**src/rtl/uart_pkg.sv**
```systemverilog
// Shared constants, bit-timing helpers and receiver FSM states for the UART word link.
package uart_pkg;

    localparam int unsigned BYTE_W = 8;

    typedef enum logic [2:0] {
        ST_IDLE  = 3'd0,
        ST_START = 3'd1,
        ST_DATA  = 3'd2,
        ST_STOP  = 3'd3,
        ST_BREAK = 3'd4
    } state_t;

    function automatic int unsigned clks_per_bit(input int unsigned freq, input int unsigned baud);
        return freq / baud;
    endfunction

    function automatic int unsigned half_bit(input int unsigned freq, input int unsigned baud);
        return (freq / baud) / 2;
    endfunction

endpackage

```
**src/rtl/uart_rx_byte.sv**
```systemverilog
// Single 8N1 frame receiver: rx synchronizer, mid-bit sampling FSM and bit timing.
module uart_rx_byte
    import uart_pkg::*;
#(
    parameter int unsigned FREQ      = 12000000,
    parameter int unsigned BAUD      = 9600,
    parameter int unsigned MSB_FIRST = 1
) (
    input  logic              clk,
    input  logic              rst,
    input  logic              rx,
    output logic [BYTE_W-1:0] byte_data,
    output logic              byte_strobe_c,
    output logic              frame_err_c,
    output logic              busy
);

    localparam int unsigned LIM   = clks_per_bit(FREQ, BAUD);
    localparam int unsigned HALF  = half_bit(FREQ, BAUD);
    localparam int unsigned CNT_W = $clog2(LIM);

    logic              r_sync1;
    logic              r_sync2;
    logic              w_rxs;
    state_t            r_state;
    state_t            w_state_nxt;
    logic [CNT_W-1:0]  r_cnt;
    logic [CNT_W-1:0]  w_cnt_nxt;
    logic [2:0]        r_bit;
    logic [2:0]        w_bit_nxt;
    logic [BYTE_W-1:0] r_shift;
    logic [BYTE_W-1:0] w_shift_nxt;
    logic [BYTE_W-1:0] w_shift_in;
    logic              r_busy;

    assign w_rxs      = r_sync2;
    assign w_shift_in = (MSB_FIRST != 0) ? {r_shift[BYTE_W-2:0], w_rxs}
                                         : {w_rxs, r_shift[BYTE_W-1:1]};

    // State and datapath registers; busy follows the next state so it matches r_state exactly
    always_ff @(posedge clk) begin
        if (rst) begin
            r_sync1 <= 1'b1;
            r_sync2 <= 1'b1;
            r_state <= ST_IDLE;
            r_cnt   <= '0;
            r_bit   <= '0;
            r_shift <= '0;
            r_busy  <= 1'b0;
        end else begin
            r_sync1 <= rx;
            r_sync2 <= r_sync1;
            r_state <= w_state_nxt;
            r_cnt   <= w_cnt_nxt;
            r_bit   <= w_bit_nxt;
            r_shift <= w_shift_nxt;
            r_busy  <= (w_state_nxt != ST_IDLE);
        end
    end

    always_comb begin
        w_state_nxt   = r_state;
        w_cnt_nxt     = r_cnt;
        w_bit_nxt     = r_bit;
        w_shift_nxt   = r_shift;
        byte_strobe_c = 1'b0;
        frame_err_c   = 1'b0;
        case (r_state)
            ST_IDLE: begin
                if (!w_rxs) begin
                    w_state_nxt = ST_START;
                    w_cnt_nxt   = '0;
                end
            end
            ST_START: begin
                if (r_cnt == CNT_W'(HALF - 1)) begin
                    w_cnt_nxt = '0;
                    w_bit_nxt = '0;
                    // A start bit that is high again at mid-bit was only a glitch
                    w_state_nxt = w_rxs ? ST_IDLE : ST_DATA;
                end else begin
                    w_cnt_nxt = r_cnt + CNT_W'(1);
                end
            end
            ST_DATA: begin
                if (r_cnt == CNT_W'(LIM - 1)) begin
                    w_cnt_nxt   = '0;
                    w_shift_nxt = w_shift_in;
                    w_bit_nxt   = r_bit + 3'd1;
                    if (r_bit == 3'd7) begin
                        w_state_nxt = ST_STOP;
                    end
                end else begin
                    w_cnt_nxt = r_cnt + CNT_W'(1);
                end
            end
            ST_STOP: begin
                if (r_cnt == CNT_W'(LIM - 1)) begin
                    w_cnt_nxt = '0;
                    if (w_rxs) begin
                        byte_strobe_c = 1'b1;
                        w_state_nxt   = ST_IDLE;
                    end else begin
                        frame_err_c = 1'b1;
                        w_state_nxt = ST_BREAK;
                    end
                end else begin
                    w_cnt_nxt = r_cnt + CNT_W'(1);
                end
            end
            ST_BREAK: begin
                if (w_rxs) begin
                    w_state_nxt = ST_IDLE;
                end
            end
            default: begin
                w_state_nxt = ST_IDLE;
            end
        endcase
    end

    assign byte_data = r_shift;
    assign busy      = r_busy;

endmodule

```
**src/rtl/uart_word_rx.sv**
```systemverilog
// Reassembles BYTES received UART frames into one word with valid/ready, overrun and gap timeout.
module uart_word_rx
    import uart_pkg::*;
#(
    parameter int unsigned FREQ      = 12000000,
    parameter int unsigned BAUD      = 9600,
    parameter int unsigned BYTES     = 4,
    parameter int unsigned MSB_FIRST = 1,
    parameter int unsigned GAP_BITS  = 20
) (
    input  logic                         clk,
    input  logic                         rst,
    input  logic                         rx,
    output logic [BYTE_W*BYTES-1:0]      word_data,
    output logic                         word_valid,
    input  logic                         word_ready,
    output logic [$clog2(BYTES+1)-1:0]   byte_count,
    output logic                         busy,
    output logic                         frame_err,
    output logic                         overrun
);

    localparam int unsigned WORD_W = BYTE_W * BYTES;
    localparam int unsigned PART_W = WORD_W - BYTE_W;
    localparam int unsigned BC_W   = $clog2(BYTES + 1);
    localparam int unsigned LIM    = clks_per_bit(FREQ, BAUD);
    localparam int unsigned CNT_W  = $clog2(LIM);
    localparam int unsigned GAP_W  = $clog2(GAP_BITS + 1);

    logic [BYTE_W-1:0] w_byte;
    logic              w_strobe;
    logic              w_ferr;
    logic              w_busy;
    logic [WORD_W-1:0] w_word;
    logic              w_word_done;
    logic              w_can_load;
    logic              w_gap_run;
    logic              w_gap_tick;
    logic              w_gap_expire;

    logic [PART_W-1:0] r_partial;
    logic [BC_W-1:0]   r_byte_count;
    logic [WORD_W-1:0] r_word_data;
    logic              r_word_valid;
    logic              r_frame_err;
    logic              r_overrun;
    logic [CNT_W-1:0]  r_gap_clk;
    logic [GAP_W-1:0]  r_gap_bits;

    uart_rx_byte #(
        .FREQ      (FREQ),
        .BAUD      (BAUD),
        .MSB_FIRST (MSB_FIRST)
    ) u_rx_byte (
        .clk           (clk),
        .rst           (rst),
        .rx            (rx),
        .byte_data     (w_byte),
        .byte_strobe_c (w_strobe),
        .frame_err_c   (w_ferr),
        .busy          (w_busy)
    );

    assign w_word       = {r_partial, w_byte};
    assign w_word_done  = w_strobe && (r_byte_count == BC_W'(BYTES - 1));
    assign w_can_load   = !r_word_valid || word_ready;
    // Gap timer only runs while the line is idle with a partial word pending
    assign w_gap_run    = !w_busy && (r_byte_count != '0);
    assign w_gap_tick   = (r_gap_clk == CNT_W'(LIM - 1));
    assign w_gap_expire = w_gap_run && w_gap_tick && (r_gap_bits == GAP_W'(GAP_BITS - 1));

    always_ff @(posedge clk) begin
        if (rst) begin
            r_partial    <= '0;
            r_byte_count <= '0;
            r_word_data  <= '0;
            r_word_valid <= 1'b0;
            r_frame_err  <= 1'b0;
            r_overrun    <= 1'b0;
            r_gap_clk    <= '0;
            r_gap_bits   <= '0;
        end else begin
            r_frame_err <= w_ferr;
            r_overrun   <= 1'b0;

            if (r_word_valid && word_ready) begin
                r_word_valid <= 1'b0;
            end
            // A completed word either loads (possibly replacing one consumed this cycle) or is dropped
            if (w_word_done) begin
                if (w_can_load) begin
                    r_word_data  <= w_word;
                    r_word_valid <= 1'b1;
                end else begin
                    r_overrun <= 1'b1;
                end
            end

            if (w_strobe) begin
                r_partial    <= w_word_done ? '0 : w_word[PART_W-1:0];
                r_byte_count <= w_word_done ? '0 : r_byte_count + BC_W'(1);
            end else if (w_ferr || w_gap_expire) begin
                r_partial    <= '0;
                r_byte_count <= '0;
            end

            if (w_gap_run && !w_gap_tick) begin
                r_gap_clk <= r_gap_clk + CNT_W'(1);
            end else begin
                r_gap_clk <= '0;
            end
            if (!w_gap_run || w_gap_expire) begin
                r_gap_bits <= '0;
            end else if (w_gap_tick) begin
                r_gap_bits <= r_gap_bits + GAP_W'(1);
            end
        end
    end

    assign word_data  = r_word_data;
    assign word_valid = r_word_valid;
    assign byte_count = r_byte_count;
    assign busy       = w_busy;
    assign frame_err  = r_frame_err;
    assign overrun    = r_overrun;

endmodule

```
**config.mk**
```make
export PLATFORM = sky130hd
export DESIGN_NAME = uart_word_rx
export DESIGN_NICKNAME = d
export VERILOG_FILES = /design/src/rtl/uart_pkg.sv /design/src/rtl/uart_rx_byte.sv /design/src/rtl/uart_word_rx.sv
export SDC_FILE = /design/constraint.sdc
export NUM_CORES = 1
export LEC_CHECK = 0
export CORE_ASPECT_RATIO = 0.75
export CORE_MARGIN = 10
export CORE_UTILIZATION = 42
export DETAILED_ROUTE_END_ITERATION = 12
export SYNTH_ARGS = -nofsm -noshare
export SYNTH_HDL_FRONTEND = slang
export SYNTH_SLANG_ARGS = --single-unit
```
**constraint.sdc**
```tcl
create_clock -name clk -period 4.9 [get_ports clk]
set_clock_uncertainty 0.15 [all_clocks]
set_input_delay 0.98 -clock clk [delete_from_list [all_inputs] [get_ports clk]]
set_output_delay 0.98 -clock clk [all_outputs]
set_load 0.05 [all_outputs]
```
Word-level counts from Yosys, hierarchy flattened
Cells that the tools add are included.
{ "word_totals": {"reg_bits": 106, "word_cells": 94} }
{ "op_classes": {"n_eq_ne": 13, "add_sub_neg": 5, "bitwise": 2, "reduce_logical": 27, "n_mux": 32} }
{ "ops": {"columns": ["op", "count"], "rows": [
  ["24-bit two-way mux", 3],
  ["3-bit two-way mux", 12],
  ["11-bit two-way mux", 3],
  ["11-bit case mux with 3 select lines", 1],
  ["11-bit by 1-bit adder with 11-bit output, second input constant", 2],
  ["11-bit == test, second input constant", 2],
  ["3-bit case mux with 5 select lines", 1],
  ["11-bit by 10-bit == test with 1-bit output, second input constant", 1],
  ["1-bit two-way mux", 10],
  ["3-bit by 2-bit == test with 1-bit output, second input constant", 3],
  ["3-bit nonzero test", 3],
  ["2-bit OR reduction", 4],
  ["3-bit by 1-bit adder with 3-bit output, second input constant", 2],
  ["3-bit == test, second input constant", 2],
  ["1-bit logical AND", 6],
  ["3-bit case mux with 2 select lines", 1],
  ["2-bit AND reduction", 3],
  ["5-bit by 1-bit adder with 5-bit output, second input constant", 1],
  ["5-bit == test, second input constant", 1],
  ["1-bit zero test", 4],
  ["2-bit by 1-bit != test with 1-bit output, second input constant", 2],
  ["2-bit nonzero test", 2],
  ["3-bit by 1-bit == test with 1-bit output, second input constant", 1],
  ["3-bit zero test", 1],
  ["5 further kinds", 8]
]} }

Depth between registers and ports, before layout
Gate-level depths: netlist (run 1).
{ "depth": {"depth_word": 7, "depth_mapped": 9, "depth_no_buf": 7} }

Modules after synthesis
A second synthesis (run 1) with hierarchy kept.
{ "unflattened": {"cells_unflattened": 454, "hier_area_um2": 4262.8} }
{ "modules_own_cells": {"columns": ["mod", "instances", "area_per_inst_um2", "cells_per_inst"], "rows": [
  ["uart_word_rx", 1, 2887.8, 313],
  ["uart_rx_byte", 1, 1375.1, 141]
]} }

Least setup slack after synthesis (run 1)
Ideal clock, no wire load.
{ "synth_path": {"path_type": "reg-to-reg", "from": "register r_byte_count[1] (netlist: byte_count[1])", "to": "register r_word_data[10] (netlist: word_data[10])", "period_less_slack_ns": 2.555, "slack_ns": 2.345, "arrival_ns": 2.277, "stages_incl_launch_ff": 9, "cell_sequence": "dfxtp_1 > ha_1 > nor2b_1 > and3_1 > and3_1 > buf_2 > buf_2 > mux2i_1 > nor2_1"} }
{ "synth_between": {"elab_chain_cells": 3} }
{ "synth_rtl": {"columns": ["element", "line", "rtl"], "rows": [
  ["start: declaration", "uart_word_rx.sv:42", "logic [BC_W-1:0] r_byte_count;"],
  ["start signal: assignment", "uart_word_rx.sv:101", "r_byte_count <= w_word_done ? '0 : r_byte_count + BC_W'(1);"],
  ["3-bit by 2-bit == test with 1-bit output", "uart_word_rx.sv:65", "assign w_word_done = w_strobe && (r_byte_count == BC_W'(BYTES - 1));"],
  ["1-bit logical AND", "uart_word_rx.sv:65", null],
  ["2-bit AND reduction (no source line)", null, null],
  ["end signal: assignment", "uart_word_rx.sv:92", "r_word_data <= w_word;"],
  ["end: declaration", "uart_word_rx.sv:43", "logic [WORD_W-1:0] r_word_data;"]
]} }
Every way passes these cells.
A chain may end at the register's enable or synchronous reset.

Worst setup path in the final report (run 1)
{ "layout_path": {"from": "input word_ready", "to": "register r_word_data[25] (netlist: word_data[25])"} }
{ "layout_between": {"elab_chain_cells": 2} }
{ "layout_rtl": {"columns": ["element", "line", "rtl"], "rows": [
  ["start: declaration", "uart_word_rx.sv:16", "input logic word_ready,"],
  ["1-bit logical OR", "uart_word_rx.sv:66", "assign w_can_load = !r_word_valid || word_ready;"],
  ["2-bit AND reduction (no source line)", null, null]
]} }
Every way passes these cells.

==> run_results.csv, run 1 <==
group,metric,value,unit
status,status,"finished, final reports clean",
die,die_y,107,microns
clock_tree,cts_resized,0,
placed_design,io_buffers,42,
global_routing,overflow,0,
logic_synthesis,synth_warnings,0,
die,die-area,14700,sq um
logic_synthesis,dominantRegCellSynth,"dfxtp_1",
die,ios,43,
clock_tree,clk_pin_slew,70,ps
sta,rsz0062_at_grt,"false",
route,drc,0,
logic_synthesis,synth_seq_cells,106,
sta,setup_violations,0,
die,die_x,137,microns
placed_design,gp_congestion,0.823,
logic_synthesis,ys_seq_area_frac,0.495,
setup_path,startpoint_type,"primary input",
clock_tree,cts.path.max_buffers,2,
final_layout,post-route-util,0.515,
clock_tree,cts_max_level,3,
logic_synthesis,synth-edff-count,0,
route,drt_first_pass_iters,4,
setup_path,ff2ff_path_depth,6,
sta,final.min_clock_period,2880,ps
clock_tree,cts_setup_buffers,0,
sta,whs,266,ps
clock_tree,cts_tree,"built",
setup_path,rrSetupSlack,2150,ps
final_layout,final_common_cell,"dfxtp_1",
global_routing,grt_pass1_wl,15000,microns
final_layout,diodes,0,
setup_path,required,4950,ps
clock_tree,clock_latency,340,ps
power,power_frac_clock,0.432,
placed_design,hpwl,5990,microns
flow_run,max-cap-violations,0,
sta,finalWorstSetupSlack,2020,ps
setup_path,arrival,2930,ps
setup_path,cp_max_fo,32,
logic_synthesis,synth.avg_cell_area,10.1,sq um
final_layout,drive_gt1_frac,0.117,
power,combPwrFrac,0.023,
power,p_leak,1.76,nW
power,p_sw_frac,0.215,
sta,min_period_over_period,0.587,
final_layout,nNetsFinal,472,
power,switching_power,0.341,mW
clock_tree,clock-sinks,106,
setup_path,setup.worst_path.start,"word_ready",
sta,slew_viol_final,0,
global_routing,antenna_found_initial,0,
clock_tree,numCtsBuffers,9,
final_layout,final_cell_mix,"dfxtp_1, nor2_1, mux2i_1",
placed_design,place_ws,1650,ps
die,rows,31,
setup_path,crit_end,"word_data[25]$_SDFFE_PP0P_",
setup_path,reg2reg_from,"byte_count[1]$_SDFFE_PP0P_",
route,wire_per_inst,14.8,microns
sta,timing.fmax,348,MHz
worst_hold_path,worstHoldPathType,"flip-flop to flip-flop",
die,core,9810,sq um
logic_synthesis,synth_fp_nets,440,
route,first_iter_violations,149,
power,ir_drop,0.168,mV
die,start_util,0.436,
route,ant_nets,0,
route,vias,3011,
setup_path,worstSetupPathType,"primary input to flip-flop",
logic_synthesis,synth_area,4280,sq um
sta,slew_headroom,0.316,
sta,finalHoldViolations,0,
route,vias_per_cell,5.06,
logic_synthesis,async_reset_ff_frac,0,
global_routing,grt_pass1_vias,2930,
final_layout,areaGrowthSynthToFinish,17.9,%
global_routing,grt_max_degree,65,
setup_path,end_kind,"flip-flop",
setup_path,r2r_end,"word_data[25]$_SDFFE_PP0P_",
final_layout,multi_input_area,2000,sq um
power,internal_power,1.25,mW
sta,tightest_slew,1030,ps
power,pwr-share-seq,0.545,
clock_tree,ctsHoldBuffers,0,
clock_tree,cts_root_buf,"clkbuf_16",
logic_synthesis,netlist_instances,426,
final_layout,n_fill_cell,913,
final_layout,regArea,2120,sq um
global_routing,grtUsageTotal,0.125,
route,routed_wl,8800,microns
power,cellPowerDensity,315,nW/um^2
sta,final.setup.tns,0,ps
logic_synthesis,synthDistinctLibCells,52,
## per-stage QoR
step / std cells / power (mW) / area [sq um]
final: 595 / 1.59 / 5050
after global routing: 595 / 1.64 / 5050
after CTS: 595 / 1.61 / 5050
after detailed placement: 579 / 0.922 / 4760
after global placement: 579 / 0.922 / 4760
after floorplan: 426 / 0.913 / 4280
## registers in the layout, indices dropped and copies added (netlist names), 3 cells and up
name	count
byte_count	3
r_gap_bits	5
r_gap_clk	11
r_partial	24
u_rx_byte.byte_data	8
u_rx_byte.r_bit	3
u_rx_byte.r_cnt	11
u_rx_byte.r_state	3
word_data	32
## synthesized netlist by cell type (6+ instances only)
library cell | count | area, sq um
nor2_1 | 71 | 267
mux2i_1 | 45 | 450
buf_2 | 8 | 40.0
inv_1 | 11 | 41.3
a21oi_1 | 7 | 35.0
a22o_1 | 11 | 96.3
ha_1 | 10 | 125
dfxtp_1 | 106 | 2120
xnor2_1 | 7 | 61.3
xor2_1 | 6 | 52.6
nand3_1 | 11 | 55.1
nand2_1 | 18 | 67.6
clkbuf_1 | 12 | 45.0
a22o_2 | 17 | 170
## cell families (layout without fill, tap and decap cells)
kind of cell | Yosys count | after routing | share of synthesized area
xor gates and xnor gates | 13 | 13 | 0.0266
and+or+nand+nor | 157 | 157 | 0.188
muxes | 46 | 46 | 0.108
adders and majority gates | 10 | 10 | 0.0292
DFF | 106 | 106 | 0.495
buffers and inverters | 34 | 71 | 0.0391
AOI/OAI and AO/OA | 60 | 60 | 0.114
## worst min path at each step
stage | start | end | cells past startpoint
2_1_floorplan | u_rx_byte.r_sync1$_SDFF_PP1_ | u_rx_byte.r_sync2$_SDFF_PP1_ | 1
3_3_place_gp | u_rx_byte.r_sync1$_SDFF_PP1_ | u_rx_byte.r_sync2$_SDFF_PP1_ | 1
3_5_place_dp | u_rx_byte.r_sync1$_SDFF_PP1_ | u_rx_byte.r_sync2$_SDFF_PP1_ | 1
4_1_cts | u_rx_byte.r_sync1$_SDFF_PP1_ | u_rx_byte.r_sync2$_SDFF_PP1_ | 1
5_1_grt | u_rx_byte.r_sync1$_SDFF_PP1_ | u_rx_byte.r_sync2$_SDFF_PP1_ | 1
6_report | u_rx_byte.r_sync1$_SDFF_PP1_ | u_rx_byte.r_sync2$_SDFF_PP1_ | 1
## power groups by stage
stage | sequential, mW | combinational [mW] | clock, mW
after CTS | 0.866 | 0.0366 | 0.707
final | 0.866 | 0.0359 | 0.687
after global placement | 0.886 | 0.0360 | 0
after global routing | 0.867 | 0.0399 | 0.736
after floorplan | 0.886 | 0.0267 | 0
after detailed placement | 0.886 | 0.0362 | 0
## layout make-up
type,count,share of cell area
clock buffers,11,0.0500
clock inverters,5,0.00743
inverters,11,0.00818
multi-input cells,286,0.396
flip-flops and latches,106,0.420
well taps,132,0.0327
repair buffers,44,0.0852
## metal layers
metal / track usage / wire (microns) / vias up
li1: - / - / 1565
met1: 0.174 / 4740 / 1391
met2: 0.175 / 3530 / 46
met5: 0 / 0 / -
met4: 0.0455 / 104 / 0
met3: 0.0420 / 428 / 9
## worst max-delay path, cell delays in order
cell             delay [ps]
clkdlybuf4s50_1         460
nand2b_1                140
and3_1                  150
and3_2                  840
mux2i_1                 270
nor2_1                   60
Note: power is estimated with default switching activity, not from simulation.
==> inputs of run 2 (changes only) <==
Clock period 4.9 ns to 2.32 ns, I/O delays scaled along.
==> run_results.csv, run 2 (same netlist as run 1, synthesis figures left out) <==
group,metric,value,unit
status,status,"finished, final reports clean",
global_routing,grtUsageTotal,0.129,
route,wire_per_inst,14.7,microns
worst_hold_path,hold_start,"u_rx_byte.r_sync1$_SDFF_PP1_",
route,drc,0,
final_layout,nNetsFinal,493,
power,p_total,3.36,mW
clock_tree,numCtsBuffers,9,
setup_path,timing.critical_path.depth,1,
clock_tree,cts_max_level,3,
final_layout,drive_gt1_frac,0.165,
global_routing,grt_pass1_wl,15300,microns
die,rows,31,
route,ant_nets,0,
sta,slew_headroom,0.650,
setup_path,critPathBufInv,1,
final_layout,areaGrowthSynthToFinish,22.7,%
setup_path,worstSetupPathType,"flip-flop to output pin",
setup_path,r2r_end,"r_partial[18]$_SDFFE_PP0P_",
die,core,9810,sq um
global_routing,antenna_found_initial,0,
setup_path,ff2ff_path_depth,7,
power,cellPowerDensity,640,nW/um^2
placed_design,dpl.cell_count,600,
sta,final.min_clock_period,2240,ps
die,start_util,0.436,
setup_path,required,1710,ps
power,ir_drop,0.320,mV
final_layout,final_common_cell,"dfxtp_1",
flow_run,max-cap-violations,0,
setup_path,setup.worst_path.start,"byte_count[2]$_SDFFE_PP0P_",
die,ios,43,
power,p_leak,1.88,nW
setup_path,cp_max_fo,5,
setup_path,critPathTopFamily,"buffers and inverters",
final_layout,largest_reg_flops,32,
setup_path,end_kind,"output pin",
route,vias_per_cell,5.06,
final_layout,fin_cells,616,
placed_design,hpwl,6460,microns
route,drt_first_pass_iters,4,
sta,final.setup.tns,0,ps
placed_design,post_dp_cell_area,4960,sq um
clock_tree,clk_pin_slew,70,ps
die,die-area,14700,sq um
final_layout,final_cell_mix,"dfxtp_1, nor2_1, mux2i_1",
final_layout,diodes,0,
setup_path,slowest_delay,860,ps
setup_path,crit_end,"byte_count[2]",
setup_path,slowest_stage,"clkdlybuf4s50_1",
setup_path,path_cells,"clkdlybuf4s50_1",
placed_design,io_buffers,42,
sta,finalHoldViolations,0,
route,vias,3117,
route,first_iter_violations,203,
sta,finalWorstSetupSlack,84.3,ps
placed_design,place_ws,94.4,ps
placed_design,gp_congestion,0.823,
route,routed_wl,9050,microns
clock_tree,cts_setup_buffers,0,
sta,min_period_over_period,0.964,
clock_tree,clock-sinks,106,
sta,setup_violations,0,
clock_tree,cts_tree,"built",
final_layout,post-route-cell-area,5260,sq um
global_routing,grt_max_degree,45,
setup_path,rrSetupSlack,120,ps
global_routing,overflow,0,
die,die_x,137,microns
clock_tree,cts_root_buf,"clkbuf_16",
sta,tightest_slew,524,ps
setup_path,startpoint_type,"flip-flop",
setup_path,reg2reg_from,"u_rx_byte.r_cnt[0]$_SDFFE_PP0P_",
setup_path,arrival,1620,ps
global_routing,grt_pass1_vias,3005,
clock_tree,cts.path.max_buffers,2,
die,die_y,107,microns
worst_hold_path,worstHoldPathType,"flip-flop to flip-flop",
sta,timing.fmax,447,MHz
clock_tree,clock_latency,340,ps
sta,slew_viol_final,0,
[run 2: what timing repair did]
item	4_1_cts	5_1_grt
resized for setup	0	2
hold buffers	0	0
setup endpoints to repair	0	34
[run 2: stage by stage]
step	hold slack [ps]	utilization
finish	263	0.536
detailed placement	246	0.505
floorplan	239	-
CTS	265	0.534
global route	282	0.536
global placement	242	0.505
[run 2: where the power goes]
| group | leakage, nW | internal, mW | switching, mW | total (mW) |
|---|---|---|---|---|
| logic | 0.889 | 0.0346 | 0.0562 | 0.0908 |
| clock network | 0.136 | 0.767 | 0.677 | 1.44 |
| registers | 0.855 | 1.82 | 0.00459 | 1.83 |
[run 2: worst min-delay path by stage]
stage | to | cells past startpoint
3_5_place_dp | u_rx_byte.r_sync2$_SDFF_PP1_ | 1
2_1_floorplan | u_rx_byte.r_sync2$_SDFF_PP1_ | 1
5_1_grt | u_rx_byte.r_sync2$_SDFF_PP1_ | 1
6_report | u_rx_byte.r_sync2$_SDFF_PP1_ | 1
3_3_place_gp | u_rx_byte.r_sync2$_SDFF_PP1_ | 1
4_1_cts | u_rx_byte.r_sync2$_SDFF_PP1_ | 1
[run 2: per-layer routing]
| metal | vias to the layer above | share of wire | track usage |
|---|---|---|---|
| li1 | 1607 | - | - |
| met1 | 1450 | 0.50 | 0.178 |
| met2 | 56 | 0.43 | 0.188 |
| met3 | 4 | 0.060 | 0.0508 |
| met4 | 0 | 0.0051 | 0.0228 |
| met5 | - | 0 | 0 |
[run 2: final cells by class]
type,instances,area [sq um]
sequential,106,2120
tap,132,165
timing repair buffer,65,626
multi-input combinational,286,2010
inverter,11,41.3
fill,911,4560
clock buffer,10,239
clock inverter,6,46.3
==> inputs of run 3 (changes only) <==
Settings changed: GPL_TIMING_DRIVEN set to 0, MAX_ROUTING_LAYER set to met4.
==> run_results.csv, run 3 (same netlist as run 1, synthesis figures left out) <==
group,metric,value,unit
status,status,"finished, violations left",
status,violations,"setup timing",
final_layout,diodes,0,
final_layout,areaGrowthSynthToFinish,27.4,%
power,p_sw_frac,0.210,
final_layout,nNetsFinal,504,
power,switching_power,0.723,mW
power,pwr-share-seq,0.531,
clock_tree,numCtsBuffers,9,
power,cellPowerDensity,630,nW/um^2
route,vias_per_cell,5.06,
global_routing,grt_pass1_wl,15300,microns
setup_path,slowest_delay,420,ps
global_routing,grt_pass1_vias,3027,
setup_path,cpMostUsedCell,"or3_4",
final_layout,drive_gt1_frac,0.182,
placed_design,place_ws,-329,ps
placed_design,gp_congestion,0.859,
clock_tree,cts.path.max_buffers,2,
die,start_util,0.436,
power,combPwrFrac,0.027,
setup_path,cp_max_fo,10,
sta,tightest_slew,547,ps
final_layout,n_fill_cell,870,
clock_tree,cts_max_level,3,
sta,min_period_over_period,1.01,
global_routing,antenna_found_initial,0,
clock_tree,clk_pin_slew,70,ps
power,power_frac_clock,0.442,
route,ant_nets,0,
flow_run,max-cap-violations,0,
worst_hold_path,worstHoldPathType,"flip-flop to flip-flop",
setup_path,startpoint_type,"flip-flop",
power,p_total,3.44,mW
setup_path,end_kind,"flip-flop",
sta,rsz0062_at_grt,"true",
setup_path,worstSetupPathType,"flip-flop to flip-flop",
clock_tree,cts_tree,"built",
die,rows,31,
sta,final.min_clock_period,2340,ps
final_layout,largest_reg_flops,32,
die,ios,43,
global_routing,overflow,0,
global_routing,grt_max_degree,17,
final_layout,post-route-util,0.556,
placed_design,io_buffers,42,
setup_path,critPathTopFamily,"simple AND/OR/NAND/NOR gates",
power,ir_drop,0.349,mV
route,first_iter_violations,218,
die,die_y,107,microns
setup_path,required,2460,ps
sta,slew_headroom,0.635,
power,internal_power,2.72,mW
placed_design,hpwl,6640,microns
final_layout,final_cell_mix,"dfxtp_1, nor2_1, mux2i_1",
sta,finalWorstSetupSlack,-19.5,ps
setup_path,arrival,2480,ps
route,drt_first_pass_iters,4,
sta,finalHoldViolations,0,
clock_tree,clock_latency,350,ps
clock_tree,clock-sinks,106,
route,routed_wl,9540,microns
setup_path,slowest_stage,"or3_4",
sta,timing.fmax,427,MHz
setup_path,path_cells,"ha_4 > nand4b_1 > or3_4 > buf_6 > or3_4 > nor2_8 > buf_8 > a22o_1",
setup_path,critPathBufInv,2,
die,die_x,137,microns
die,die-area,14700,sq um
route,vias,3166,
sta,slew_viol_final,0,
final_layout,final_common_cell,"dfxtp_1",
power,p_leak,2.01,nW
route,drc,0,
route,wire_per_inst,15.2,microns
global_routing,grtUsageTotal,0.133,
clock_tree,cts_root_buf,"clkbuf_16",
sta,setup_violations,10,
die,core,9810,sq um
run 3: cell count changes in the layout (fill, tap and decap cells not counted), sizes merged:
cell	before	now
buf	24	21
bufinv	0	1
clkbuf	10	24
clkinvlp	2	1
dlymetal6s2s	0	1
inv	14	12
run 3: area by class of cell:
cell class                 instances  area [sq um]  area share
sequential                       106          2140       0.392
tap                              132           165      0.0303
timing repair buffer              54           531      0.0972
clock buffer                      11           243      0.0445
clock inverter                     4          51.3     0.00940
buffer                            22           146      0.0268
multi-input combinational        286          2140       0.392
inverter                          11          41.3     0.00757
run 3: metal layers:
metal  wire length (microns)  track usage
met1                    4960        0.180
met2                    4080        0.187
met3                     366       0.0438
met4                     125       0.0303
met5                       0            -
run 3: worst register-to-register path: stages (launching register included):
cell and delay, ps:
dfxtp_4 400, ha_4 140, nand4b_1 190, or3_4 420, buf_6 140, or3_4 400
nor2_8 170, buf_8 160, a22o_1 130
run 3: repair_timing:
action / in CTS / in global routing
endpoints found under the setup margin: 65 / 78
gates cloned: 0 / 1
pin swaps: 3 / 5
hold buffers: 0 / 0
gates resized for setup: 12 / 36
buffers inserted: 4 / 7
run 3: worst paths after layout:
path / end / slack, ps / cells after the start / start
worst max-delay path: r_partial[23]$_SDFFE_PP0P_ / -20 / 8 / u_rx_byte.r_cnt[0]$_SDFFE_PP0P_
worst min-delay path: u_rx_byte.r_sync2$_SDFF_PP1_ / 270 / 1 / u_rx_byte.r_sync1$_SDFF_PP1_
worst max register to register: r_partial[23]$_SDFFE_PP0P_ / -20 / 8 / u_rx_byte.r_cnt[0]$_SDFFE_PP0P_
worst min register to register: u_rx_byte.r_sync2$_SDFF_PP1_ / 270 / 1 / u_rx_byte.r_sync1$_SDFF_PP1_
run 3: power by group through the flow:
| stage | combinational, mW | sequential (mW) | clock (mW) |
|---|---|---|---|
| 2_1_floorplan | 0.0564 | 1.87 | 0 |
| 3_3_place_gp | 0.0861 | 1.87 | 0 |
| 3_5_place_dp | 0.0870 | 1.87 | 0 |
| 4_1_cts | 0.0888 | 1.83 | 1.56 |
| 5_1_grt | 0.101 | 1.83 | 1.63 |
| 6_report | 0.0915 | 1.83 | 1.52 |
run 3: per-stage QoR:
stage          TNS (ps)  hold slack [ps]  cells  instance area [sq um]
2_1_floorplan         0              239    426                   4290
3_3_place_gp     -15600              251    600                   4870
3_5_place_dp     -16540              254    600                   4870
4_1_cts               0              271    619                   5240
5_1_grt           -1410              276    626                   5460
6_report          -81.9              266    626                   5460
